--- config.mk ---
export PLATFORM = sky130hd
export DESIGN_NAME = icb_wdt
export DESIGN_NICKNAME = d
export VERILOG_FILES = /design/src/rtl/icb_wdt.sv
export SDC_FILE = /design/constraint.sdc
export NUM_CORES = 1
export LEC_CHECK = 0
export CORE_AREA = 2 2 120 122
export DETAILED_ROUTE_END_ITERATION = 7
export DIE_AREA = 0 0 122 124
export PLACE_DENSITY_LB_ADDON = 0.08
export SLEW_MARGIN = 30
export SYNTH_ARGS = -nofsm -noshare
export SYNTH_HDL_FRONTEND = slang
export SYNTH_SLANG_ARGS = --single-unit
export TNS_END_PERCENT = 1
--- constraint.sdc ---
create_clock -name clk -period 3.69 [get_ports clk]
set_input_delay 1.107 -clock clk [delete_from_list [all_inputs] [get_ports clk]]
set_output_delay 1.107 -clock clk [all_outputs]
set_load 0.01 [all_outputs]
--- src/rtl/icb_wdt.sv ---
// rtl/icb_wdt.sv - ICB watchdog timer: keyed feed, timeout interrupt, multi-cycle reset request
// Optional WDT_WINDOW_EN: adds WIN register at 0x14; key-valid feeds while CNT > WIN are rejected and trigger reset.

module icb_wdt #(
  parameter int unsigned CNT_W         = 32,
  parameter logic [31:0] FEED_KEY      = 32'h5A5A_A5A5,
  parameter int unsigned RST_PULSE_CYC = 16
) (
  input  logic        clk,
  input  logic        rst,
  input  logic        wdt_icb_cmd_valid,
  output logic        wdt_icb_cmd_ready,
  input  logic [31:0] wdt_icb_cmd_addr,
  input  logic        wdt_icb_cmd_read,
  input  logic [31:0] wdt_icb_cmd_wdata,
  input  logic [3:0]  wdt_icb_cmd_wmask,
  output logic        wdt_icb_rsp_valid,
  input  logic        wdt_icb_rsp_ready,
  output logic        wdt_icb_rsp_err,
  output logic [31:0] wdt_icb_rsp_rdata,
  output logic        wdt_irq,
  output logic        wdt_rst_req
);

  localparam int unsigned PW = (RST_PULSE_CYC > 1) ? $clog2(RST_PULSE_CYC) : 1;

  localparam logic [2:0] OFF_CTRL = 3'd0;
  localparam logic [2:0] OFF_LOAD = 3'd1;
  localparam logic [2:0] OFF_CNT  = 3'd2;
  localparam logic [2:0] OFF_FEED = 3'd3;
  localparam logic [2:0] OFF_STAT = 3'd4;
  localparam logic [2:0] OFF_WIN  = 3'd5;

  logic [2:0]       ctrl_q;
  logic [CNT_W-1:0] load_q;
  logic [CNT_W-1:0] cnt_q;
  logic             en_prev_q;
  logic             to_q;
  logic             rstf_q;
  logic             rst_req_q;
  logic [PW-1:0]    pulse_q;
  logic             rsp_valid_q;
  logic             rsp_err_q;
  logic [31:0]      rsp_rdata_q;
`ifdef WDT_WINDOW_EN
  logic [CNT_W-1:0] win_q;
  logic             win_we;
`endif

  logic        accept;
  logic [2:0]  off;
  logic        key_ok;
  logic        rsp_err_d;
  logic [31:0] rsp_rdata_d;
  logic        ctrl_we;
  logic        load_we;
  logic        stat_we;
  logic        feed_ok;
  logic        early_feed;
  logic        en_rise;
  logic        expire;
  logic        rst_fire;
  logic        unused_addr;

  function automatic logic [31:0] merge(input logic [31:0] old, input logic [31:0] wd,
                                        input logic [3:0] m);
    logic [31:0] res;
    for (int b = 0; b < 4; b++) res[8*b +: 8] = m[b] ? wd[8*b +: 8] : old[8*b +: 8];
    return res;
  endfunction

  assign accept      = wdt_icb_cmd_valid & ~rsp_valid_q;
  assign off         = wdt_icb_cmd_addr[4:2];
  assign key_ok      = (wdt_icb_cmd_wmask == 4'hF) && (wdt_icb_cmd_wdata == FEED_KEY);
  assign unused_addr = ^{wdt_icb_cmd_addr[31:5], wdt_icb_cmd_addr[1:0]};

  always_comb begin
    rsp_err_d   = 1'b0;
    rsp_rdata_d = '0;
    ctrl_we     = 1'b0;
    load_we     = 1'b0;
    stat_we     = 1'b0;
    feed_ok     = 1'b0;
    early_feed  = 1'b0;
`ifdef WDT_WINDOW_EN
    win_we      = 1'b0;
`endif
    if (accept) begin
      case (off)
        OFF_CTRL: begin
          if (wdt_icb_cmd_read) rsp_rdata_d = 32'(ctrl_q);
          else if (ctrl_q[2])   rsp_err_d   = 1'b1;
          else                  ctrl_we     = 1'b1;
        end
        OFF_LOAD: begin
          if (wdt_icb_cmd_read) rsp_rdata_d = 32'(load_q);
          else if (ctrl_q[2])   rsp_err_d   = 1'b1;
          else                  load_we     = 1'b1;
        end
        OFF_CNT: begin
          if (wdt_icb_cmd_read) rsp_rdata_d = 32'(cnt_q);
          else                  rsp_err_d   = 1'b1;
        end
        OFF_FEED: begin
          if (!wdt_icb_cmd_read) begin
            if (!key_ok) rsp_err_d = 1'b1;
`ifdef WDT_WINDOW_EN
            else if (cnt_q > win_q) begin
              rsp_err_d  = 1'b1;
              early_feed = 1'b1;
            end
`endif
            else feed_ok = 1'b1;
          end
        end
        OFF_STAT: begin
          if (wdt_icb_cmd_read) rsp_rdata_d = {30'd0, rstf_q, to_q};
          else                  stat_we     = 1'b1;
        end
`ifdef WDT_WINDOW_EN
        OFF_WIN: begin
          if (wdt_icb_cmd_read) rsp_rdata_d = 32'(win_q);
          else if (ctrl_q[2])   rsp_err_d   = 1'b1;
          else                  win_we      = 1'b1;
        end
`endif
        default: rsp_err_d = 1'b1;
      endcase
    end
  end

  // A feed in the same cycle as expiry takes priority; the EN rising edge reload masks a stale CNT of 0.
  assign en_rise  = ctrl_q[0] & ~en_prev_q;
  assign expire   = ctrl_q[0] & ~en_rise & ~feed_ok & (cnt_q == '0);
  assign rst_fire = (expire & to_q) | early_feed;

  always_ff @(posedge clk or posedge rst) begin
    if (rst) begin
      ctrl_q      <= '0;
      load_q      <= '1;
      cnt_q       <= '0;
      en_prev_q   <= 1'b0;
      to_q        <= 1'b0;
      rstf_q      <= 1'b0;
      rst_req_q   <= 1'b0;
      pulse_q     <= '0;
      rsp_valid_q <= 1'b0;
      rsp_err_q   <= 1'b0;
      rsp_rdata_q <= '0;
`ifdef WDT_WINDOW_EN
      win_q       <= '1;
`endif
    end else begin
      if (accept) begin
        rsp_valid_q <= 1'b1;
        rsp_err_q   <= rsp_err_d;
        rsp_rdata_q <= rsp_rdata_d;
      end else if (wdt_icb_rsp_ready) begin
        rsp_valid_q <= 1'b0;
      end

      if (ctrl_we && wdt_icb_cmd_wmask[0])
        ctrl_q <= {ctrl_q[2] | wdt_icb_cmd_wdata[2], wdt_icb_cmd_wdata[1:0]};
      if (load_we)
        load_q <= CNT_W'(merge(32'(load_q), wdt_icb_cmd_wdata, wdt_icb_cmd_wmask));
`ifdef WDT_WINDOW_EN
      if (win_we)
        win_q <= CNT_W'(merge(32'(win_q), wdt_icb_cmd_wdata, wdt_icb_cmd_wmask));
`endif
      en_prev_q <= ctrl_q[0];

      if (en_rise || feed_ok || expire) cnt_q <= load_q;
      else if (ctrl_q[0] && cnt_q != '0) cnt_q <= cnt_q - CNT_W'(1);

      // Set beats a simultaneous write-1-to-clear.
      to_q   <= (expire & ~to_q) |
                (to_q & ~(stat_we & wdt_icb_cmd_wmask[0] & wdt_icb_cmd_wdata[0]));
      rstf_q <= rstf_q | rst_fire;

      if (rst_fire && !rst_req_q) begin
        rst_req_q <= 1'b1;
        pulse_q   <= PW'(RST_PULSE_CYC - 1);
      end else if (rst_req_q) begin
        if (pulse_q == '0) rst_req_q <= 1'b0;
        else               pulse_q   <= pulse_q - PW'(1);
      end
    end
  end

  assign wdt_icb_cmd_ready = ~rsp_valid_q;
  assign wdt_icb_rsp_valid = rsp_valid_q;
  assign wdt_icb_rsp_err   = rsp_err_q;
  assign wdt_icb_rsp_rdata = rsp_rdata_q;
  assign wdt_irq           = to_q & ctrl_q[1];
  assign wdt_rst_req       = rst_req_q;

endmodule

==> results.cfg <==
[sta]
final_hold_viol_count = 0
rsz0062_at_grt = no
fin_worst_skew_ns = 0.00758
timing.fmax_ghz = 0.307
finalCriticalPeriod_ns = 3.26
setup_tns_ns = 0
max_slew_margin_pct = 46.8
tightest_slew_ns = 0.796
hold_slack_ns = 0.476
setup_viol = 0
slew_violations = 0
fin_crit_sh_pct = 88.4

[setup_path]
slowest_stage = clkdlybuf4s50_1
crit_path_end = cnt_q[3]
timing.rr.start = cnt_q[8]
crit_type = in -> reg
cpPeakStageDelay_ns = 0.55
critPathCaptureType = flip-flop
cp_common_cell = buf_4
cp.arrival_ns = 3.51
reg2regPathDepth = 7
r2r_end = cnt_q[7]
setup.worst_path.start_class = input pin
rrSetupSlack_ns = 1.02
path_cells = clkdlybuf4s50_1, nor4bb_1, buf_4, nand3_1, nor4_4, buf_4, nand2b_1, buf_4, o22ai_1, a21o_1
crit_fanout = 10
crit_required_ns = 3.94
cp-startpoint = wdt_icb_cmd_wdata[2]

[clock_tree]
post_cts_buffers = 0
cts_root_buffer = clkbuf_16
clock_latency_ns = 0.35
cts_resized = 0
clockBufferDepth = 2
htree_levels = 3
cts_tree = yes
cts_made_buffers = 9
clkTransAtPathRegs_ns = 0.07
postCtsHoldBufs = 0
clock_sinks = 109

[logic_synthesis]
synth-seq-cells = 109
avgSynthCellArea_um2 = 10.6
syn_area_um2 = 5430
postSynthCellCount = 510
ys_warn_count = 0
synthArstFlopShare_pct = 100
synth_ff_type = dfrtp_1
synth_seq_area_share_pct = 51.0
synthDistinctLibCells = 59
synth_edf_count = 0
synth_nets = 586

[die]
core_um2 = 13700
dieArea_um2 = 15100
die_height_um = 124
num_rows = 43
start_util_pct = 39.6
die_x_um = 122
io_pins = 110

[finish]
drive_above_1_share_pct = 21.0
final_common_cell = clkdlybuf4s50_1
finalNetCount = 680
area_growth_pct = 26.6
fin_cells = 789
mostFrequentLayoutCells = clkdlybuf4s50_1, dfrtp_1, nand2_1
antennaDiodeCount = 0

[routing]
antenna_left = 0
drt_iter0_drc = 242
vias = 4406
routedWlPerCell_um = 18.9
viasPerCell = 5.58
drtPass1Iterations = 5
drc_errors = 0
drt_wl_total_um = 14900

[flow_run]
cap_viol_max_count = 0

[power]
power_mw = 3.88
p_per_area_nw_per_um2 = 564
ir_drop_mv = 0.310
power.leakage_nw = 2.79

[global_routing]
grt_antenna_before_repair = 0
grt_first_pass_wirelength_um = 24200
grt_max_degree = 44
grt_pass1_vias = 4423
grtUsageTotal_pct = 21.1
gr-total-overflow = 0

[placement]
hpwlAfterDp_um = 10600
dp.cells = 773
gp_congestion = 0.868
port_buffers = 80

[hold_path]
hold_path.class = reg -> reg

[status]
outcome = complete, no violations
## worst min-delay path by stage
stage | from | end | slack [ns] | depth (start not counted)
2_1_floorplan | ctrl_q[0] | en_prev_q | 0.35 | 0
5_1_grt | wdt_icb_rsp_rdata[10] | wdt_icb_rsp_rdata[10] | 0.51 | 2
4_1_cts | wdt_icb_rsp_rdata[13] | wdt_icb_rsp_rdata[13] | 0.48 | 2
3_5_place_dp | wdt_icb_rsp_rdata[13] | wdt_icb_rsp_rdata[13] | 0.47 | 2
6_report | wdt_icb_rsp_rdata[3] | wdt_icb_rsp_rdata[3] | 0.48 | 2
3_3_place_gp | wdt_icb_rsp_rdata[5] | wdt_icb_rsp_rdata[5] | 0.46 | 2
## routing by layer
| layer | vias up | track usage (%) | wire, um | share of wire (%) |
|---|---|---|---|---|
| met5 | - | 0 | 0 | 0 |
| met4 | 0 | 4.67 | 154 | 1.0 |
| met3 | 9 | 4.72 | 672 | 4.5 |
| met2 | 115 | 34.3 | 7100 | 48 |
| met1 | 2195 | 28.9 | 6990 | 47 |
| li1 | 2087 | - | - | - |
## per-stage QoR
| step | worst slack, ns | area, um^2 | utilization (%) |
|---|---|---|---|
| after global placement | 0.0179 | 6610 | 48.2 |
| final | 0.429 | 6870 | 50.1 |
| after detailed placement | 0.0161 | 6610 | 48.2 |
| after global routing | 0.300 | 6870 | 50.1 |
| after floorplan | 0.716 | 5430 | - |
| after CTS | 0.373 | 6870 | 50.1 |
## report_power, final
group          internal [mW]  switching (mW)  total (mW)
combinational          0.576           0.636        1.21
clock                  0.454           0.431       0.885
sequential              1.47           0.308        1.78
## Yosys cell counts (5+ instances only)
master / count / area share [%]
xnor2_1: 16 / 2.6
dfrtp_1: 77 / 36
mux2_2: 33 / 6.8
nand2_1: 58 / 4.0
nand3_1: 12 / 1.1
a22oi_1: 35 / 4.8
xor2_1: 5 / 0.81
nor4_1: 9 / 1.0
inv_1: 10 / 0.69
nor4b_1: 6 / 0.97
a21oi_1: 8 / 0.74
nor2_1: 36 / 2.5
dfstp_2: 32 / 15
clkbuf_1: 18 / 1.2
a221o_1: 17 / 3.1
nor3_1: 13 / 1.2
o21ai_0: 42 / 3.9
## worst max-delay path: cells and delay by family
kind	cells	cell delay, ns
AND/OR/NAND/NOR	4	1.03
AO/OA/AOI/OAI	2	0.26
buffers and inverters	4	1.11
## layout make-up
type                    count  area [um^2]
fillers                  1294         6850
multi-input cells         361         2470
well taps                 180          225
clock buffers              11          233
clock inverters             5         27.5
repair buffers            112         1100
inverters                  11         45.0
flip-flops and latches    109         2770
## sequential cells by signal, indices dropped and copies added (netlist names)
name / cells
wdt_icb_rsp_rdata: 32
pulse_q: 4
rstf_q: 1
ctrl_q: 3
wdt_icb_rsp_valid: 1
wdt_rst_req: 1
to_q: 1
en_prev_q: 1
cnt_q: 32
wdt_icb_rsp_err: 1
load_q: 32
## cells by family after synthesis
logic type      Yosys count  synth area share (%)
mux                      37                  7.58
xor+xnor                 21                  3.39
flops                   109                  51.0
fa+ha+maj                 3                 0.692
buf+inv                  40                  3.80
simple gates            173                  17.2
compound gates          127                  16.3
No activity file was read; power rests on OpenSTA's default activity.
